--- config.mk ---
export PLATFORM = sky130hd
export DESIGN_NAME = mem_arbiter
export DESIGN_NICKNAME = d
export VERILOG_FILES = /design/src/rtl/mem_arbiter.sv
export SDC_FILE = /design/constraint.sdc
export NUM_CORES = 1
export LEC_CHECK = 0
export CORE_MARGIN = 4
export CORE_UTILIZATION = 37
export CTS_CLUSTER_SIZE = 12
export DETAILED_ROUTE_END_ITERATION = 16
export PLACE_DENSITY = 0.76
export SKIP_CTS_REPAIR_TIMING = 1
export SYNTH_ARGS = -nofsm -noshare
export SYNTH_HDL_FRONTEND = slang
export SYNTH_SLANG_ARGS = --single-unit
--- constraint.sdc ---
create_clock -name i_clk -period 1.55 [get_ports i_clk]
set_input_delay 0.31 -clock i_clk [delete_from_list [all_inputs] [get_ports i_clk]]
set_output_delay 0.31 -clock i_clk [all_outputs]
set_load 0.01 [all_outputs]
--- src/rtl/mem_arbiter.sv ---
// mem_arbiter: shares one asynchronous-read memory between the CPU bus and a
// host (debug/loader) port. The CPU path passes straight through with absolute
// priority. A single host command is queued and issued only in a cycle where
// neither CPU strobe is high. A sticky flag reports host commands that have
// been blocked for MAX_WAIT cycles.
//
// Ports:
//   i_clk, i_rst                         clock, synchronous active-high reset
//   i_cpu_rd/wr/addr/wdata, o_cpu_rdata  CPU bus (o_cpu_rdata = i_mem_rdata)
//   i_host_req/we/addr/wdata             host command, held until o_host_ack
//   o_host_ack, o_host_rdata             registered completion pulse and data
//   o_host_starve                        sticky starvation flag
//   o_mem_rd/wr/addr/wdata, i_mem_rdata  memory port (mux output is combinational)
module mem_arbiter #(
    parameter int unsigned AW       = 5,
    parameter int unsigned DW       = 8,
    parameter int unsigned MAX_WAIT = 15
) (
    input  logic          i_clk,
    input  logic          i_rst,
    input  logic          i_cpu_rd,
    input  logic          i_cpu_wr,
    input  logic [AW-1:0] i_cpu_addr,
    input  logic [DW-1:0] i_cpu_wdata,
    output logic [DW-1:0] o_cpu_rdata,
    input  logic          i_host_req,
    input  logic          i_host_we,
    input  logic [AW-1:0] i_host_addr,
    input  logic [DW-1:0] i_host_wdata,
    output logic          o_host_ack,
    output logic [DW-1:0] o_host_rdata,
    output logic          o_host_starve,
    output logic          o_mem_rd,
    output logic          o_mem_wr,
    output logic [AW-1:0] o_mem_addr,
    output logic [DW-1:0] o_mem_wdata,
    input  logic [DW-1:0] i_mem_rdata
);

    // MAX_WAIT is at most 255, so an 8-bit counter always reaches it.
    localparam int unsigned CW = 8;

    typedef enum logic [0:0] {
        ST_IDLE = 1'b0,
        ST_PEND = 1'b1
    } state_t;

    state_t          r_state;
    logic            r_we_p;
    logic [AW-1:0]   r_addr_p;
    logic [DW-1:0]   r_wdata_p;
    logic            r_ack;
    logic [DW-1:0]   r_rdata;
    logic            r_starve;
    logic [CW-1:0]   r_wait_cnt;

    state_t          w_state_next;
    logic            w_we_next;
    logic [AW-1:0]   w_addr_next;
    logic [DW-1:0]   w_wdata_next;
    logic            w_ack_next;
    logic [DW-1:0]   w_rdata_next;
    logic            w_starve_next;
    logic [CW-1:0]   w_wait_next;
    logic            w_cpu_act;

    assign w_cpu_act = i_cpu_rd | i_cpu_wr;

    // State and registered outputs.
    always_ff @(posedge i_clk) begin
        if (i_rst) begin
            r_state    <= ST_IDLE;
            r_we_p     <= 1'b0;
            r_addr_p   <= '0;
            r_wdata_p  <= '0;
            r_ack      <= 1'b0;
            r_rdata    <= '0;
            r_starve   <= 1'b0;
            r_wait_cnt <= '0;
        end else begin
            r_state    <= w_state_next;
            r_we_p     <= w_we_next;
            r_addr_p   <= w_addr_next;
            r_wdata_p  <= w_wdata_next;
            r_ack      <= w_ack_next;
            r_rdata    <= w_rdata_next;
            r_starve   <= w_starve_next;
            r_wait_cnt <= w_wait_next;
        end
    end

    // Next-state: accept in IDLE, issue in PEND on a free slot, otherwise count.
    always_comb begin
        w_state_next  = r_state;
        w_we_next     = r_we_p;
        w_addr_next   = r_addr_p;
        w_wdata_next  = r_wdata_p;
        w_ack_next    = 1'b0;
        w_rdata_next  = r_rdata;
        w_starve_next = r_starve;
        w_wait_next   = r_wait_cnt;

        case (r_state)
            ST_IDLE: begin
                if (i_host_req) begin
                    w_we_next    = i_host_we;
                    w_addr_next  = i_host_addr;
                    w_wdata_next = i_host_wdata;
                    w_state_next = ST_PEND;
                end
            end
            ST_PEND: begin
                if (!w_cpu_act) begin
                    // Issue cycle: memory is driven by the pending command now.
                    w_ack_next = 1'b1;
                    if (!r_we_p) begin
                        w_rdata_next = i_mem_rdata;
                    end
                    w_wait_next  = '0;
                    w_state_next = ST_IDLE;
                end else if (r_wait_cnt < CW'(MAX_WAIT)) begin
                    // Counter saturates at MAX_WAIT; flag sets on reaching it.
                    w_wait_next = r_wait_cnt + CW'(1);
                    if (w_wait_next == CW'(MAX_WAIT)) begin
                        w_starve_next = 1'b1;
                    end
                end
            end
            default: begin
                w_state_next = ST_IDLE;
            end
        endcase
    end

    // Memory mux: CPU first, then pending host command, else idle strobes.
    always_comb begin
        o_mem_rd    = 1'b0;
        o_mem_wr    = 1'b0;
        o_mem_addr  = i_cpu_addr;
        o_mem_wdata = i_cpu_wdata;
        if (w_cpu_act) begin
            o_mem_rd = i_cpu_rd;
            o_mem_wr = i_cpu_wr;
        end else if (r_state == ST_PEND) begin
            o_mem_rd    = ~r_we_p;
            o_mem_wr    = r_we_p;
            o_mem_addr  = r_addr_p;
            o_mem_wdata = r_wdata_p;
        end
    end

    assign o_cpu_rdata   = i_mem_rdata;
    assign o_host_ack    = r_ack;
    assign o_host_rdata  = r_rdata;
    assign o_host_starve = r_starve;

endmodule

==> flow_metrics.py <==
metrics = {
    "global_route": {
        "track_usage_pct": 15.9,
        "met3_usage_pct": 7.99,
        "grt_max_degree": 20,
        "use_met2_pct": 26.5,
        "overflow": 0,
        "grt_pass1_vias": 1438,
        "grt.busiest_layer": "met2",
        "grt_pass1_wl_um": 6530,
        "antenna_found_initial": 0,
        "use_met1_pct": 17.5,
    },
    "route": {
        "drt_pass1_iterations": 4,
        "drc": 0,
        "drtAntennaViolNets": 0,
        "first_iter_violations": 90,
        "wl_per_cell_um": 13.5,
        "vias": 1509,
        "via_per_inst": 4.87,
        "totalWireLength_um": 4170,
    },
    "status": {
        "violations": "negative setup slack",
        "status": "finished with violations",
    },
    "final_layout": {
        "layout-drive-gt1-share_pct": 25.4,
        "n_antenna_cell": 0,
        "layout_commonest_cell": "clkdlybuf4s50_1",
        "final_nets": 303,
        "areaGrowthSynthToFinish_pct": 69.7,
        "fillers": 340,
        "final_cell_mix": "47 x clkdlybuf4s50_1, 45 x nand2_1, 32 x dfxtp_1",
    },
    "worst_hold_path": {
        "min_from": "r_addr_p[1]$_SDFFE_PP0P_",
        "whs_path_depth": 2,
        "hp-class": "flip-flop to flip-flop",
    },
    "die": {
        "rows": 23,
        "die_area_sq_um": 5270,
        "die_h_um": 72.6,
        "dieWidth_um": 72.6,
        "start_util_pct": 38.4,
        "core_area_sq_um": 4030,
        "io_pins": 73,
    },
    "yosys": {
        "synthCells": 174,
        "syn_area_sq_um": 1550,
        "ys_seq_area_share_pct": 42.8,
        "synth_seq_cells": 33,
        "synth.distinct_cells": 37,
        "syn_area_per_cell_sq_um": 8.88,
        "yosysWarnings": 0,
        "synth.net_count": 216,
    },
    "pwr": {
        "ir_worst_vdd_uv": 503,
        "p_per_area_nw_per_um2": 722,
        "finalPower_mw": 1.89,
        "leakage_nw": 1.13,
    },
    "critical_path": {
        "path_buf_inv": 4,
        "crit_family": "buffers and inverters",
        "max_stage_delay_ns": 0.34,
        "rr_startpoint": "r_wait_cnt[4]$_SDFFE_PP0P_",
        "worstPathArrival_ns": 1.67,
        "crit_required_ns": 1.24,
        "end_kind": "primary output",
        "ff2ff_path_depth": 3,
        "cp_slowest_cell": "dfxtp_2",
        "crit_fanout": 4,
        "cpMostUsedCell": "buf_6",
        "startpoint": "r_state$_SDFF_PP0_",
        "cp.depth": 6,
        "path_cells": "nor3b_4 > clkbuf_16 > buf_8 > buf_6 > mux2_4 > buf_6",
        "startpoint_type": "flip-flop",
        "worstSetupPathType": "flip-flop to primary output",
    },
    "sta": {
        "fmax_ghz": 0.504,
        "worst_slack_ns": -0.435,
        "hold_viol": 0,
        "setup_viol": 15,
        "period_minus_slack_ns": 1.98,
        "drv_slew": 0,
        "rsz0062_at_grt": "true",
        "fin_crit_sh_pct": 128,
        "worst_pin_slew_ns": 0.532,
        "relSlewSlack_pct": 64.6,
        "finClkSkew_ns": 0.00169,
    },
    "cts": {
        "clk_pin_slew_ns": 0.06,
        "cts_tree": "done",
        "clockBufferDepth": 2,
        "cts-root-buf": "clkbuf_8",
        "cts_buffers": 5,
        "htree_num_levels": 2,
        "cts.sinks": 33,
        "worstSkewPairLatency_ns": 0.28,
    },
    "placement": {
        "port-buffer-count": 72,
        "detailed_place_hpwl_um": 2990,
        "dp_worst_setup_slack_ns": -0.845,
        "gp_congestion": 0.911,
    },
    "job": {
        "maxCapViolCount": 0,
    },
}
[sequential cells by signal (all words and copies together), names as in the netlist]
| register | count |
|---|---|
| r_addr_p | 5 |
| o_host_rdata | 8 |
| r_we_p | 1 |
| r_state | 1 |
| r_wait_cnt | 8 |
| o_host_starve | 1 |
| o_host_ack | 1 |
| r_wdata_p | 8 |
[power by group]
| part | total, mW | switching, mW | leakage, nW | internal (mW) |
|---|---|---|---|---|
| clock | 0.570 | 0.275 | 0.0399 | 0.294 |
| combinational | 0.421 | 0.156 | 0.820 | 0.265 |
| sequential | 0.903 | 0.0211 | 0.269 | 0.882 |
[routing by layer]
metal,wire length (um),up-vias
met5,0,-
met4,65,0
met3,426,8
met2,2000,65
met1,1680,671
li1,-,765
[stage by stage]
| stage | setup TNS, ns | utilization, % | area, sq um | std cells | hold slack [ns] |
|---|---|---|---|---|---|
| floorplan | 0 | - | 1550 | 174 | 0.420 |
| global placement | -16.24 | 59.3 | 2390 | 298 | 0.441 |
| detailed placement | -16.19 | 59.3 | 2390 | 298 | 0.446 |
| CTS | -13.11 | 61.2 | 2460 | 304 | 0.454 |
| global route | -5.97 | 65.1 | 2620 | 310 | 0.473 |
| finish | -4.99 | 65.1 | 2620 | 310 | 0.455 |
[worst paths after layout]
| kind | slack [ns] | end |
|---|---|---|
| worst max-delay path | -0.43 | o_mem_wdata[1] |
| worst min-delay path | 0.45 | r_addr_p[1]$_SDFFE_PP0P_ |
| worst max register to register | 0.07 | r_wait_cnt[3]$_SDFFE_PP0P_ |
| worst min register to register | 0.45 | r_addr_p[1]$_SDFFE_PP0P_ |
[kinds of logic (layout without fill, tap and decap cells)]
group,count (synthesis),in the layout,synth area share (%)
buf+inv,17,103,6.56
xor+xnor,2,2,1.13
simple gates,72,72,24.7
fa+ha+maj,2,2,1.62
flops,33,33,42.8
compound gates,35,35,13.8
mux,13,13,9.47
[worst register-to-register path: stages (launching register included)]
cell,delay (ns)
dfxtp_1,0.36
or4_4,0.59
o311ai_2,0.30
o211ai_1,0.11
[cell type report]
| cell class | count | area [sq um] | share of cell area [%] |
|---|---|---|---|
| Timing Repair Buffer | 96 | 980 | 37.4 |
| Multi-Input combinational cell | 124 | 841 | 32.1 |
| Sequential cell | 33 | 662 | 25.2 |
| Clock buffer | 5 | 68.8 | 2.62 |
| Tap cell | 50 | 62.6 | 2.39 |
| Clock inverter | 1 | 5.00 | 0.191 |
| Inverter | 1 | 3.75 | 0.143 |
[synth_stat cells]
cell | n | area [sq um]
a2111oi_2 | 1 | 15.0
a21o_1 | 1 | 7.51
a21oi_1 | 22 | 110
a311oi_1 | 1 | 8.76
a31oi_1 | 3 | 18.8
and2_1 | 4 | 25.0
and3_1 | 1 | 6.26
buf_2 | 3 | 15.0
buf_4 | 9 | 67.6
clkbuf_1 | 4 | 15.0
dfxtp_1 | 33 | 661
ha_1 | 2 | 25.0
inv_1 | 1 | 3.75
mux2_1 | 7 | 78.8
mux2_2 | 6 | 67.6
nand2_1 | 45 | 169
nand2b_1 | 4 | 25.0
nand3_1 | 3 | 15.0
nand3b_1 | 1 | 7.51
nand4b_1 | 1 | 8.76
nor2_1 | 1 | 3.75
nor2b_1 | 3 | 18.8
nor3_1 | 1 | 5.00
nor3b_4 | 1 | 18.8
nor4_2 | 1 | 12.5
nor4b_4 | 1 | 23.8
o211ai_1 | 2 | 15.0
o21a_1 | 2 | 15.0
o21ai_1 | 1 | 5.00
o311ai_1 | 1 | 8.76
o41ai_1 | 1 | 8.76
or2_2 | 1 | 6.26
or3_1 | 1 | 6.26
or3b_2 | 1 | 8.76
or4_4 | 1 | 11.3
or4b_1 | 1 | 10.0
xor2_1 | 2 | 17.5
Note: power is estimated with default switching activity, not from simulation.
